==> src/rtl/wfg_drive_pat_pkg.sv <==
// wfg_drive_pat_pkg: shared pattern modes and default sizing for the drive pattern engine
package wfg_drive_pat_pkg;
  typedef enum logic [1:0] {RZ = 2'b00, RO = 2'b01, NRZ = 2'b10, RC = 2'b11} patsel_e;
  localparam int DEF_CHANNELS = 8;
  localparam int DEF_CNT_W = 8;
endpackage

==> src/rtl/wfg_drive_pat_lane.sv <==
// wfg_drive_pat_lane: one output bit driven at begin, returned to its pattern at end
module wfg_drive_pat_lane
  import wfg_drive_pat_pkg::*;
#(
  parameter int CNT_W = DEF_CNT_W
) (
  input  logic             clk,
  input  logic             rst,
  input  logic             en,
  input  logic [CNT_W-1:0] cnt,
  input  logic [CNT_W-1:0] cycles,
  input  logic [CNT_W-1:0] beg,
  input  logic [CNT_W-1:0] fin,
  input  patsel_e          mode,
  input  logic             sample,
  output logic             bit_q
);
  logic bit_d, hit_b, hit_e, ret;
  always_comb begin
    hit_b = cnt == beg && beg <= cycles;
    hit_e = cnt == fin && fin <= cycles;
    ret = mode == RZ ? 1'b0 : mode == RO ? 1'b1 : mode == NRZ ? bit_q : ~bit_q;
    bit_d = !en ? 1'b0 : hit_e ? ret : hit_b ? sample : bit_q;
  end
  always_ff @(posedge clk) begin
    if (rst) bit_q <= 1'b0;
    else bit_q <= bit_d;
  end
endmodule

==> src/rtl/wfg_drive_pat_engine.sv <==
// wfg_drive_pat_engine: subcycle counter, stream handshake and per-channel pattern lanes.
// Optional WFG_DRIVE_PAT_INV_EN adds cfg_inv_q_i, a per-channel output inversion.
module wfg_drive_pat_engine
  import wfg_drive_pat_pkg::*;
#(
  parameter int CHANNELS = DEF_CHANNELS,
  parameter int CNT_W = DEF_CNT_W
) (
  input  logic                      clk,
  input  logic                      rst,
  input  logic                      ctrl_en_q_i,
  input  logic [CNT_W-1:0]          cfg_cycles_q_i,
  input  logic [2*CHANNELS-1:0]     patsel_q_i,
  input  logic [CHANNELS*CNT_W-1:0] cfg_begin_q_i,
  input  logic [CHANNELS*CNT_W-1:0] cfg_end_q_i,
  input  logic                      s_axis_tvalid_i,
  output logic                      s_axis_tready_o,
  input  logic [CHANNELS-1:0]       s_axis_tdata_i,
  input  logic                      clr_underflow_i,
`ifdef WFG_DRIVE_PAT_INV_EN
  input  logic [CHANNELS-1:0]       cfg_inv_q_i,
`endif
  output logic [CHANNELS-1:0]       data_o,
  output logic                      cycle_start_o,
  output logic                      underflow_o
);
  logic [CNT_W-1:0] cnt_q, cnt_d;
  logic [CHANNELS-1:0] held_q, held_d, sample, lane_q;
  logic und_q, und_d, at_zero, hs;
  always_comb begin
    at_zero = cnt_q == '0;
    s_axis_tready_o = ctrl_en_q_i && at_zero && !rst;
    cycle_start_o = s_axis_tready_o;
    hs = s_axis_tvalid_i && s_axis_tready_o;
    sample = hs ? s_axis_tdata_i : held_q;
    cnt_d = !ctrl_en_q_i ? '0 : cnt_q >= cfg_cycles_q_i ? '0 : cnt_q + 1'b1;
    held_d = !ctrl_en_q_i ? '0 : sample;
    und_d = ctrl_en_q_i && at_zero && !s_axis_tvalid_i ? 1'b1 : clr_underflow_i ? 1'b0 : und_q;
  end
  always_ff @(posedge clk) begin
    if (rst) begin
      cnt_q <= '0;
      held_q <= '0;
      und_q <= 1'b0;
    end else begin
      cnt_q <= cnt_d;
      held_q <= held_d;
      und_q <= und_d;
    end
  end
  for (genvar c = 0; c < CHANNELS; c++) begin : g_lane
    wfg_drive_pat_lane #(.CNT_W(CNT_W)) u_lane (
      .clk(clk),
      .rst(rst),
      .en(ctrl_en_q_i),
      .cnt(cnt_q),
      .cycles(cfg_cycles_q_i),
      .beg(cfg_begin_q_i[c*CNT_W +: CNT_W]),
      .fin(cfg_end_q_i[c*CNT_W +: CNT_W]),
      .mode(patsel_e'(patsel_q_i[2*c +: 2])),
      .sample(sample[c]),
      .bit_q(lane_q[c])
    );
  end
`ifdef WFG_DRIVE_PAT_INV_EN
  assign data_o = lane_q ^ cfg_inv_q_i;
`else
  assign data_o = lane_q;
`endif
  assign underflow_o = und_q;
endmodule

==> config.mk <==
export PLATFORM = sky130hd
export DESIGN_NAME = wfg_drive_pat_engine
export DESIGN_NICKNAME = d
export VERILOG_FILES = /design/src/rtl/wfg_drive_pat_pkg.sv /design/src/rtl/wfg_drive_pat_lane.sv /design/src/rtl/wfg_drive_pat_engine.sv
export SDC_FILE = /design/constraint.sdc
export NUM_CORES = 1
export LEC_CHECK = 0
export ABC_AREA = 1
export BUFFER_PORTS_ARGS = -buffer_cell sky130_fd_sc_hd__buf_4
export CORE_UTILIZATION = 50
export DETAILED_ROUTE_END_ITERATION = 10
export PLACE_DENSITY = 0.78
export SETUP_SLACK_MARGIN = 0.5
export SLEW_MARGIN = 10
export SYNTH_ARGS = -nofsm -noshare
export SYNTH_HDL_FRONTEND = slang
export SYNTH_SLANG_ARGS = --single-unit
==> constraint.sdc <==
create_clock -name clk -period 1.62 [get_ports clk]
set_input_delay 0.162 -clock clk [delete_from_list [all_inputs] [get_ports clk]]
set_output_delay 0.162 -clock clk [all_outputs]
set_load 0.05 [all_outputs]
Yosys cells after proc, flatten, opt, wreduce, memory -nomap -nowiden
Cells that the tools add are included.

Muxes and demuxes: 43. $add $sub $neg: 1. Shift operators: 0. Magnitude comparators: 17. Eq/ne operators: 40. Reduce and logical (&&, ||, !) cells: 50. Bitwise logic cells: 9. $mul: 0. Div/mod/pow operators: 0.

Operators by type and width (count): equality test 8 bit (16); less-or-equal comparator 8 bit (16); two-way mux 1 bit (42); inequality test 4 bit, second input constant (8); logical AND 1 bit (20); nonzero test 2 bit (9); equality test 2 x 1 -> 1 bit, second input constant (8); equality test 2 bit, second input constant (8); logical NOT 2 bit (8); AND reduction 2 bit (8); NOT 1 bit (9); adder 8 x 1 -> 8 bit, second input constant (1); >= comparator 8 bit (1); logical NOT 8 bit (1); two-way mux 8 bit (1); OR reduction 3 bit (1); logical NOT 1 bit (2); OR reduction 2 bit (1).

Memory bits (read-only): 0. Memories kept: 0. Bits in writable memories: 0. Output and inout bits: 11. Bits in registers: 25. Bits of input ports: 165. Logic and storage cells: 171. Latch bits: 0.

Depth between registers and ports, before layout
Gate-level depths: netlist of the first run.

Word-level depth: 7. Mapped depth: 15. Gate-level depth less buffers: 15.

By module
Synthesis of the first run repeated with hierarchy kept, for this count alone.

Cells, all modules: 1187. Area, all modules: 7019.2 sq um.

By module, submodules not included: wfg_drive_pat_lane (sequential area each 20.0 sq um, cells an instance 129, times used 8, area each 747.0 sq um); wfg_drive_pat_engine (sequential area each 340.3 sq um, cells an instance 155, times used 1, area each 1043.5 sq um).

Worst setup path after synthesis of the first run
Ideal clock, no wire load.

Path kind: register to output. Start point: reg cnt_q[1]. End point: out s_axis_tready_o. Setup slack: -363 ps. Cell stages (with the launch flop): 10. Path buffers: 3. Arrival: 1821 ps. Required time: 1458 ps. Path through: dfxtp_1 > buf_6 > buf_6 > inv_2 > ha_1 > nand4_2 > nor2_4 > nand2_1 > inv_1 > buf_4.

Cells in the longest elaborated chain, start to end: 3.

RTL lines: start, declared (line wfg_drive_pat_engine.sv:27) `logic [CNT_W-1:0] cnt_q, cnt_d;`; start signal, assigned (line wfg_drive_pat_engine.sv:46) `cnt_q <= cnt_d;`; logical NOT 8 bit (line wfg_drive_pat_engine.sv:31) `at_zero = cnt_q == '0;`; logical AND 1 bit (2 in series) (line wfg_drive_pat_engine.sv:32) `s_axis_tready_o = ctrl_en_q_i && at_zero && !rst;`; end, declared (line wfg_drive_pat_engine.sv:17) `output logic s_axis_tready_o,`.

No other way between the ends.

Worst setup path after layout of the first run
Start point: in cfg_cycles_q_i[5]. End point: reg g_lane[0].u_lane.bit_q.

Cells in the longest elaborated chain, start to end: 4. Elaborated cells on any way between the ends: 8. Those cells by class: 2 x order compare; 1 x eq/ne; 1 x mux; 4 x reduce/logical.

RTL lines: start, declared (line wfg_drive_pat_engine.sv:12) `input logic [CNT_W-1:0] cfg_cycles_q_i,`; less-or-equal comparator 8 bit (on tied branches) (line wfg_drive_pat_lane.sv:21, wfg_drive_pat_lane.sv:20); logical AND 1 bit (on tied branches) (line wfg_drive_pat_lane.sv:21, wfg_drive_pat_lane.sv:20); inequality test 4 bit (no source line) or nonzero test 2 bit (tied branches); AND reduction 2 bit (no source line); end signal, assigned (line wfg_drive_pat_lane.sv:27) `else bit_q <= bit_d;`; end, declared (line wfg_drive_pat_lane.sv:16) `output logic bit_q`.

Several ways; a longest one is shown, not always the timed one. A chain may end at the register's enable or synchronous reset.

==> results.md, run 1 <==
* Via Count at 7,902
* Mean post-synth cell area at 6.18 µm²
* Violated checks: negative setup slack
* Final GP Congestion at 0.919
* Type of the most critical hold path: in -> reg
* Core Util, Final at 73.1%
* Post-DP HPWL at 16,600 µm
* Final WS setup at -48.7 ps
* Commonest non-fill, non-tap cell in the layout: nand2_1
* Worst Max-Slew Pin Slew at 230 ps
* CP endpoint kind: flip-flop
* Clock-pin slew on the worst setup and hold paths at 80 ps
* Fin. Hold Viols at 0
* Area grow syn2layout at 42.8%
* Initial antenna violation count at 0
* Fin crit share at 103%
* Clock buffer depth at 2
* Worst hold stages at 2
* Setup Skew at 5.81 ps
* Standard-cell rows at 42
* Yosys warns at 0
* Crit Path Max Fanout at 6
* Pin count of the biggest net entering global routing at 18
* Gr usage total at 30.8%
* Layout cells sized above 1 at 29.7%
* Die Y at 118 µm
* TNS Setup at -232 ps
* I/O pin count at 176
* Most frequent cells in the layout: nand2_1, buf_4, ha_1, inv_1, nor2_1
* GRT overflow at 0
* WP data required at 1800 ps
* First-pass GRT wire length at 34,500 µm
* 1st-iter DRT viols at 467
* CTS Sinks at 25
* Status: complete, but fails checks
* Area contributors post-synth: ha_1, nand2_1, dfxtp_1, xnor2_1, inv_1
* Per-cell routed wire length at 14.9 µm
* Detail Route Antenna Nets at 0
* Vias in the first global route at 7,397
* Core area at 0.0132 mm²
* Syn nets at 1,401
* Initial core utilization at 51.2%
* Post-CTS Hold Buffers at 0
* Final WL at 22,600 µm
* Top-area cell type share of the netlist area at 25.5%
* N_diodes at 0
* Max cap viols at 0
* Leakage at 5.30 nW
* Pre-CTS setup slack at -290 ps
* Crit path arrival time at 1850 ps
* Vias/cell at 5.20
* Startpoint Class: input port
* DRT Pass-1 Iters at 5
* Sequential share of the synthesized area at 7.38%
* Number of synthesized register bits at 25
* Final nets at 1,648
* Area leader, netlist: ha_1
* Distinct cells, synth at 29
* Synthesized area at 0.00678 mm²
* VDD IR max at 0.000432 V
* Maximum clock frequency at 0.599 GHz
* Tot Pwr at 0.00315 W
* Die ar. at 0.0140 mm²
* CTS H-tree depth at 1
* RSZ-0062 raised after global routing: true
* Final Max Tran Viols at 0
* Root Buffer: clkbuf_16
* Final min period at 1670 ps
* Slew headroom at 84.6%
* Fill count at 1,026
* Power density over the cells at 325 mW/mm²
* CP Class: in -> reg
* Final setup fails at 9
* Drt drc at 0
* Die W at 118 µm
* Synth Instances at 1,098
* Reg2Reg Depth at 12
* CTS tree: done
* Num CTS Buffers at 3
* Clock latency on the worst-skew pair at 280 ps
* Port-buffer cells at 175
-- critical path, cell delays in order --
cell and delay [ps]:
buf_4 90, clkinvlp_4 190, buf_12 210, ha_1 330, nand2_1 70, nor2_1 190, nand4_1 140, nand2_2 130
nand2_1 90, nand2_1 70, nand2_1 50, nor2_1 80, nor2_1 40
-- timing repair --
action / CTS / global route
setup buffers: 19 / 13
endpoints found under the hold margin: 0 / 0
setup endpoints to repair: 27 / 27
pin swaps: 72 / 43
cloned: 0 / 0
resized for setup: 69 / 70
-- sequential cells by signal (all words and copies together), names as in the netlist --
signal	flops
g_lane.u_lane.bit_q	8
cnt_q	8
underflow_o	1
held_q	8
-- power breakdown --
group | switching [W] | internal (W) | total, W | leakage [nW]
Combinational | 0.000999 | 0.000919 | 0.00192 | 5.05
Clock | 0.000274 | 0.000339 | 0.000614 | 0.0382
Sequential | 0.00000756 | 0.000613 | 0.000620 | 0.208
-- metal layers --
metal | vias up | wire (µm) | global-route usage [%]
li1 | 3977 | - | -
met4 | 0 | 1340 | 12.9
met5 | - | 0 | 0
met3 | 94 | 1320 | 4.10
met2 | 328 | 10800 | 56.1
met1 | 3503 | 9190 | 36.0
-- synth_stat cells, drive strengths merged --
| master | instances |
|---|---|
| nand2 | 392 |
| ha | 138 |
| nor2 | 131 |
| inv | 130 |
| xnor2 | 56 |
| xor2 | 53 |
| a21oi | 52 |
| nand4 | 35 |
| nand3 | 28 |
| buf | 25 |
| dfxtp | 25 |
| a21o | 16 |
| o21ai | 9 |
| clkinv | 2 |
| nor3 | 2 |
| clkbuf | 1 |
| nor3b | 1 |
| o21a | 1 |
| o22ai | 1 |
-- metrics by stage --
step	instances	hold slack, ps	cell area, µm²
2_1_floorplan	1098	276	6870
3_3_place_gp	1484	369	8790
3_5_place_dp	1484	382	8790
4_1_cts	1507	82.7	9310
5_1_grt	1520	91.9	9690
6_report	1520	82.3	9690
-- logic make-up after synthesis --
family,share of synthesized area (%)
fa+ha+maj,25.5
simple gates,35.5
flops,7.38
buf+inv,11.2
xor+xnor,14.1
compound gates,6.47
-- worst paths after layout --
check / slack (ps) / startpoint / endpoint
setup reg to reg: -40 / cnt_q[1]$_SDFF_PP0_ / g_lane[7].u_lane.bit_q$_SDFFE_PP0P_
hold / removal: 80 / clr_underflow_i / underflow_o$_SDFFE_PP0P_
setup / recovery: -50 / cfg_cycles_q_i[5] / g_lane[0].u_lane.bit_q$_SDFFE_PP0P_
hold reg to reg: 470 / held_q[5]$_SDFF_PP0_ / held_q[5]$_SDFF_PP0_
-- cell type report --
class / count / area [µm²] / area share [%]
repair buffers: 268 / 2350 / 24.3
clock buffers: 4 / 78.8 / 0.814
inverters: 132 / 532 / 5.49
multi-input cells: 915 / 5980 / 61.7
well taps: 176 / 220 / 2.27
flip-flops and latches: 25 / 526 / 5.43
(Power assumes the default switching activity.)
==> run 2: changes to the inputs <==
ABC_CLOCK_PERIOD_IN_PS = 1620   (was default)
REMOVE_ABC_BUFFERS = 1   (was default)
==> run 2 against run 1 <==
- the run still ends with negative setup slack left
- critical endpoint is now cycle_start_o
- first-iteration DRC count down 19%
- count of clock-buffer cells in the layout decreased by 1
- sequential cell count unchanged
- largest cell class unchanged
- core utilization is 4.8 points lower
- combinational power fell by 6%
- clock skew decreased by 1.9 ps
- routed wire length shrank 3.1%
==> results.md, run 2 (synthesized netlist as in run 1, its figures left out) <==
* 1st-iter DRT viols at 379 (-19%)
* CP Class: reg -> out
* Die Y at 118 µm (unchanged)
* Regs by FF count: cnt_q x8, g_lane.u_lane.bit_q x8, held_q x8
* Area grow syn2layout at 33.4%
* Power density over the cells at 337 mW/mm² (+3.7%)
* Final min period at 1660 ps (-11.0 ps)
* Fin crit share at 102% (-0.68 points)
* Standard-cell rows at 42 (unchanged)
* Most frequent cells in the layout: nand2_1, buf_4, ha_1, nor2_1, inv_1
* Post-Layout Cell Count at 1,500 (-1.3%)
* Clock latency on the worst-skew pair at 270 ps (about the same)
* First-pass GRT wire length at 33,900 µm (-1.9%)
* Type of the most critical hold path: in -> reg
* Core Util, Final at 68.3% (-4.8 points)
* Slew headroom at 77.0% (-7.6 points)
* Vias in the first global route at 7,180 (-2.9%)
* Commonest non-fill, non-tap cell in the layout: nand2_1
* RSZ-0062 raised after global routing: true
* Status: complete, but fails checks
* Initial core utilization at 51.2% (unchanged)
* CTS H-tree depth at 1 (unchanged)
* Initial antenna violation count at 0 (unchanged)
* Die W at 118 µm (unchanged)
* Clock buffer depth at 2 (unchanged)
* Leakage at 5.15 nW (-2.9%)
* Sequential Power Share at 20.4% (+0.7 points)
* CTS Sinks at 25 (unchanged)
* VDD IR max at 0.000271 V (-37%)
* Pint at 0.00182 W (-2.6%)
* Combinational Power Share at 58.8% (-2.0 points)
* Switching share of power at 40.3% (-0.35 points)
* Core area at 0.0132 mm² (unchanged)
* Post-DP HPWL at 16,400 µm (-1.0%)
* Drt drc at 0 (unchanged)
* Maximum clock frequency at 0.603 GHz (+0.66%)
* WP data required at 1460 ps (-340 ps)
* I/O pin count at 176 (unchanged)
* Clock-pin slew on the worst setup and hold paths at 80 ps (about the same)
* Final Max Tran Viols at 0 (unchanged)
* Root Buffer: clkbuf_16
* Port-buffer cells at 175 (unchanged)
* Worst Max-Slew Pin Slew at 344 ps (+115 ps)
* Setup Skew at 3.94 ps (-1.87 ps)
* Final WS setup at -37.7 ps (+11.0 ps)
* Final WL at 21,900 µm (-3.1%)
* Max cap viols at 0 (unchanged)
* Crit Path Max Fanout at 3 (-3)
* Post-CTS Hold Buffers at 0 (unchanged)
* DRT Pass-1 Iters at 4 (-1)
* TNS Setup at -174 ps (+57.7 ps)
* Final GP Congestion at 0.873 (-5.0%)
* Die ar. at 0.0140 mm² (unchanged)
* Crit path arrival time at 1500 ps (-350 ps)
* Layout cells sized above 1 at 23.3% (-6.4 points)
* N_diodes at 0 (unchanged)
* Dpl cells at 1,483 (-0.067%)
* CTS tree: done
* Detail Route Antenna Nets at 0 (unchanged)
* NetSw at 0.00123 W (-4.0%)
* Num CTS Buffers at 3 (unchanged)
* CP endpoint kind: primary output
* Startpoint Class: flip-flop
* GRT overflow at 0 (unchanged)
* Fin. Hold Viols at 0 (unchanged)
* Violated checks: negative setup slack
* Final nets at 1,628 (-1.2%)
* Per-cell routed wire length at 14.6 µm (-1.8%)
* Pin count of the biggest net entering global routing at 18 (unchanged)
* Vias/cell at 5.13 (-1.3%)
* Clock power share at 20.7% (+1.2 points)
* Gr usage total at 30.3% (-0.53 points)
* Final setup fails at 6 (-3)
* Via Count at 7,700 (-2.6%)
## run 2: changes by cell type in the layout (fill, tap and decap cells not counted), moves of 7 or more
cell | previous run | this run
a21oi_1 | 27 | 46
a21oi_2 | 25 | 6
nor2_2 | 20 | 3
nand2_1 | 360 | 373
nand2_2 | 31 | 15
buf_12 | 18 | 8
ha_1 | 127 | 134
nor2_1 | 106 | 124
ha_4 | 11 | 4
## run 2: metal layers
layer,vias up,track usage (%),part of all wire [%]
met5,-,0,0
met4,0,14.5,4.7
met3,76,2.85,6.4
met2,296,53.8,48
met1,3398,36.6,41
li1,3930,-,-
## run 2: critical path, stage by stage, from the launching register on
cell	delay [ps]
dfxtp_2	350
inv_2	80
ha_4	140
nand4_4	80
nor2_4	110
buf_4	120
buf_6	90
nand2_4	50
inv_4	60
buf_8	140
## run 2: worst paths after layout
path              cells past startpoint  slack [ps]                 start                             endpoint
setup reg to reg                     12         -40   cnt_q[0]$_SDFF_PP0_  g_lane[5].u_lane.bit_q$_SDFFE_PP0P_
setup / recovery                      9         -40   cnt_q[0]$_SDFF_PP0_                        cycle_start_o
hold reg to reg                       2         480  held_q[3]$_SDFF_PP0_                 held_q[3]$_SDFF_PP0_
hold / removal                        2          70       clr_underflow_i             underflow_o$_SDFFE_PP0P_
## run 2: stage by stage
step                hold slack (ps)  area [µm²]  setup slack, ps  total power (W)
finish                         72.9        9050            -37.7          0.00305
detailed placement              364        8610             -100          0.00235
CTS                            77.0        8850             28.3          0.00299
floorplan                       267        6520             -459          0.00158
global route                   78.4        9050             -109          0.00331
global placement                363        8610            -76.7          0.00229
## run 2: layout make-up
type	instances	area [µm²]
Clock buffer	3	75.1
Multi-Input combinational cell	915	5680
Tap cell	176	220
Fill cell	1220	4190
Clock inverter	1	8.76
Timing Repair Buffer	248	2050
Sequential cell	25	515
Inverter	132	499
## run 2: power by group through the flow
stage | logic [W] | registers [W] | clock network [W]
floorplan | 0.000922 | 0.000659 | 0
global placement | 0.00165 | 0.000639 | 0
detailed placement | 0.00171 | 0.000639 | 0
CTS | 0.00174 | 0.000625 | 0.000619
global route | 0.00203 | 0.000624 | 0.000658
finish | 0.00180 | 0.000623 | 0.000633
## run 2: repair_timing
action	CTS	global route
resized for setup	36	37
setup buffers	6	7
setup endpoints to repair	27	27
pin swaps	7	13
